$ cat src/rtl/shift_right_seq.sv
// Iterative right shifter: one operand plus shift amount per request, logical or arithmetic fill.
// Optional macro SHIFT_RIGHT_FAST_STEP_EN enables 4-bit steps while at least 4 positions remain.
module shift_right_seq #(
   parameter int WIDTH   = 32,
   parameter int SHAMT_W = 5
) (
   input  logic               clk,
   input  logic               reset_n,
   input  logic               start,
   input  logic [WIDTH-1:0]   in_data,
   input  logic [SHAMT_W-1:0] shamt,
   input  logic               arith,
   output logic               busy,
   output logic               done,
   output logic [WIDTH-1:0]   out_data
);

   localparam logic [1:0] IDLE  = 2'd0;
   localparam logic [1:0] SHIFT = 2'd1;
   localparam logic [1:0] DONE  = 2'd2;

   logic [1:0]         state_reg, state_next;
   logic [WIDTH-1:0]   work_reg, work_next;
   logic [WIDTH-1:0]   out_reg, out_next;
   logic [SHAMT_W-1:0] cnt_reg, cnt_next;
   logic               mode_reg, mode_next;
   logic               fill;
   logic [WIDTH-1:0]   shr1;
`ifdef SHIFT_RIGHT_FAST_STEP_EN
   logic [WIDTH-1:0]   shr4;
`endif

   assign fill = mode_reg & work_reg[WIDTH-1];

   // Per-bit shifted views of the work register; vacated top bits take the fill bit.
   genvar gi;
   generate
      for (gi = 0; gi < WIDTH; gi++) begin : g_bit
         if (gi + 1 < WIDTH) begin : g_s1
            assign shr1[gi] = work_reg[gi+1];
         end else begin : g_f1
            assign shr1[gi] = fill;
         end
`ifdef SHIFT_RIGHT_FAST_STEP_EN
         if (gi + 4 < WIDTH) begin : g_s4
            assign shr4[gi] = work_reg[gi+4];
         end else begin : g_f4
            assign shr4[gi] = fill;
         end
`endif
      end
   endgenerate

   always_comb begin
      state_next = state_reg;
      work_next  = work_reg;
      cnt_next   = cnt_reg;
      mode_next  = mode_reg;
      out_next   = out_reg;
      case (state_reg)
         IDLE, DONE: begin
            if (start) begin
               work_next = in_data;
               cnt_next  = shamt;
               mode_next = arith;
               if (shamt == '0) begin
                  state_next = DONE;
                  out_next   = in_data;
               end else begin
                  state_next = SHIFT;
               end
            end else begin
               state_next = IDLE;
            end
         end
         SHIFT: begin
`ifdef SHIFT_RIGHT_FAST_STEP_EN
            if (cnt_reg >= SHAMT_W'(4)) begin
               work_next = shr4;
               cnt_next  = cnt_reg - SHAMT_W'(4);
            end else begin
               work_next = shr1;
               cnt_next  = cnt_reg - SHAMT_W'(1);
            end
`else
            work_next = shr1;
            cnt_next  = cnt_reg - SHAMT_W'(1);
`endif
            // Only the final value is published, so out_data never shows partial shifts.
            if (cnt_next == '0) begin
               state_next = DONE;
               out_next   = work_next;
            end
         end
         default: state_next = IDLE;
      endcase
   end

   always_ff @(posedge clk) begin
      if (!reset_n) begin
         state_reg <= IDLE;
         work_reg  <= '0;
         cnt_reg   <= '0;
         mode_reg  <= 1'b0;
         out_reg   <= '0;
      end else begin
         state_reg <= state_next;
         work_reg  <= work_next;
         cnt_reg   <= cnt_next;
         mode_reg  <= mode_next;
         out_reg   <= out_next;
      end
   end

   assign busy     = (state_reg == SHIFT);
   assign done     = (state_reg == DONE);
   assign out_data = out_reg;

endmodule

$ cat config.mk
export PLATFORM = sky130hd
export DESIGN_NAME = shift_right_seq
export DESIGN_NICKNAME = d
export VERILOG_FILES = /design/src/rtl/shift_right_seq.sv
export SDC_FILE = /design/constraint.sdc
export NUM_CORES = 1
export LEC_CHECK = 0
export BUFFER_PORTS_ARGS = -buffer_cell sky130_fd_sc_hd__buf_2
export CORE_MARGIN = 4
export CORE_UTILIZATION = 50
export CTS_CLUSTER_SIZE = 8
export DETAILED_ROUTE_END_ITERATION = 8
export PLACE_DENSITY = 0.87
export SYNTH_ARGS = -nofsm -noshare
export SYNTH_HDL_FRONTEND = slang
export SYNTH_SLANG_ARGS = --single-unit
export TNS_END_PERCENT = 5
$ cat constraint.sdc
create_clock -name clk -period 2.9 [get_ports clk]
set_input_delay 0.435 -clock clk [delete_from_list [all_inputs] [get_ports clk]]
set_output_delay 0.435 -clock clk [all_outputs]
set_load 0.02 [all_outputs]
==> impl_metrics.csv <==
group,metric,value,unit
yosys,syn_area_per_cell,8.63,sq um
yosys,synth-seq-area-share,0.451,
setup_path,path_max_fanout,18,
drt,drt_pass1_iterations,4,
drt,drt_iter0_markers,101,
placed_design,routabilityCongestion,0.736,
drt,post-route-drc-count,0,
yosys,synth.area.top_cells,"dfxtp_1 (45%), mux2_2 (10%), mux2i_1 (10%)",
finish,final_area,3740,sq um
die,die_x,87.4,microns
setup_path,crit_required,3120,ps
drt,drt_wl_total,6880,microns
power,clock_power_share,0.315,
clock_network,tritoncts,"done",
yosys,netlist_instances,365,
drt,post_drt_via_cell_ratio,5.26,
yosys,netlist.area_leader.share,0.451,
clock_network,ctsResizeCount,0,
yosys,ys_seq_elements,71,
setup_path,arrival,2670,ps
yosys,yosysTopAreaCell,"dfxtp_1",
placed_design,dp_hpwl,4790,microns
power,pwr_density_cell,659,nW/um^2
drt,postRouteAntennaNets,0,
clock_network,clock-root-buffer,"clkbuf_8",
die,coreArea,6030,sq um
power,power.net_switching,0.000736,W
clock_network,path_clk_slew,70,ps
clock_network,clk_latency,330,ps
grt,grt_pass1_wl,11700,microns
die,ios,75,
yosys,ys.flop_type,"dfxtp_1",
grt,first_global_vias,2567,
clock_network,htree_levels,3,
die,die_h,87.4,microns
finish,finalNetCount,473,
sta,rsz0062_at_grt,"no",
yosys,ys_top_cells_by_count,"nor2_1 (72), dfxtp_1 (71), nand2_1 (63)",
yosys,yosys.cell_count.top_type,"nor2_1",
clock_network,clock-sinks,71,
sta,fmax,0.407,GHz
yosys,synth_edf_count,0,
yosys,syn-cell-area,3150,sq um
drt,vias,2685,
power,combPwrFrac,0.224,
sta,hold_viol_final,0,
sta,relSlewSlack,0.515,
grt,grt_max_degree,39,
yosys,synthArstFlopShare,0,
yosys,synth_nets,408,
sta,finalMaxSlewViolations,0,
sta,setup_viol,0,
clock_network,cts_buffers,9,
clock_network,cts_hold_buf,0,
clock_network,post_cts_buffers,0,
grt,track_usage,0.192,
die,initial_core_util,0.523,
sta,fin_skew,6.25,ps
job,drv_cap,0,
clock_network,clockBufferDepth,2,
placed_design,dpl_cell_area,3550,sq um
worst_hold_path,hp-class,"input port to flip-flop",
drt,wl_per_cell,13.5,microns
power,power.internal,0.00173,W
sta,tightest_slew,727,ps
power,vdd_ir_drop_max,0.383,mV
sta,min_period,2460,ps
finish,drive_gt1_frac,0.299,
power,swShare,0.298,
finish,fillers,522,
finish,diodes,0,
yosys,ys_types,31,
power,p_seq_frac,0.461,
setup_path,crit_path_end_kind,"flip-flop",
sta,period_share,0.848,
yosys,ys_warn_count,0,
finish,area_delta_synth_final,18.9,%
setup_path,critical_path_class,"flip-flop to flip-flop",
sta,fin_tns_setup,0,ps
grt,antenna_found_initial,0,
die,dieArea,7630,sq um
finish,largest_reg_flops,32,
power,power_leakage,1.87,nW
outcome,outcome,"finished clean",
die,fp-row-count,28,
setup_path,cp-start-kind,"flip-flop",
placed_design,portBuffers,74,
grt,grt-ovfl-total,0,
## routing by layer
metal,share of wire,up-vias,wire [microns],track usage
li1,-,1350,-,-
met1,0.43,1248,2930,0.240
met2,0.49,81,3390,0.324
met3,0.073,6,499,0.0426
met4,0.0086,0,59,0.0669
met5,0,-,0,0
## worst max-delay path: stages, from the launching register on
cell	delay [ps]
dfxtp_1	420
inv_1	70
ha_1	230
xor2_1	160
or4b_1	520
a211o_2	550
buf_12	250
mux2i_1	130
## final timing paths
kind | from | to | slack, ps | cells after the start
setup / recovery | cnt_reg[0] | out_data[11] | 440 | 7
hold / removal | arith | mode_reg | 360 | 3
setup reg to reg | cnt_reg[0] | out_data[11] | 440 | 7
hold reg to reg | out_data[7] | out_data[7] | 460 | 2
## through the flow
step	power (W)	util	setup WS, ps	instances	hold WS, ps
after floorplan	0.00157	-	766	365	432
after global placement	0.00168	0.588	556	494	440
after detailed placement	0.00171	0.588	445	494	450
after CTS	0.00249	0.621	439	510	348
after global routing	0.00262	0.621	334	510	355
final	0.00247	0.621	442	510	363
## cells in the final DEF (no fill, tap or decap), types with 2 or more instances in the layout
master / instances
buf_2: 74
nor2_1: 71
dfxtp_1: 71
nand2_1: 63
mux2i_1: 32
nor3_1: 30
mux2_2: 29
clkbuf_8: 10
a21oi_1: 7
buf_4: 6
inv_1: 3
nand2b_1: 3
a221oi_1: 3
clkinv_2: 3
nor2b_1: 2
or3_1: 2
or4_1: 2
a211oi_1: 2
ha_1: 2
clkinvlp_4: 2
## layout make-up
class / instances / area [sq um] / share of cell area
clock buffer: 10 / 138 / 0.0368
clock inverter: 6 / 60.1 / 0.0160
inverter: 4 / 15.0 / 0.00401
multi-input combinational: 263 / 1580 / 0.422
sequential: 71 / 1420 / 0.380
tap: 75 / 93.8 / 0.0251
timing repair buffer: 81 / 435 / 0.116
## power by group through the flow
| stage | Combinational, W | Sequential [W] | Clock, W |
|---|---|---|---|
| after floorplan | 0.000423 | 0.00115 | 0 |
| after global routing | 0.000628 | 0.00115 | 0.000841 |
| after detailed placement | 0.000552 | 0.00116 | 0 |
| after CTS | 0.000557 | 0.00114 | 0.000792 |
| final | 0.000553 | 0.00114 | 0.000777 |
| after global placement | 0.000535 | 0.00115 | 0 |
## logic make-up after synthesis
group,Yosys count,share of synthesized area
simple gates,180,0.242
fa+ha+maj,2,0.00794
mux,62,0.209
buf+inv,31,0.0489
compound gates,18,0.0381
flops,71,0.451
xor+xnor,1,0.00278
No activity file was read; power rests on OpenSTA's default activity.
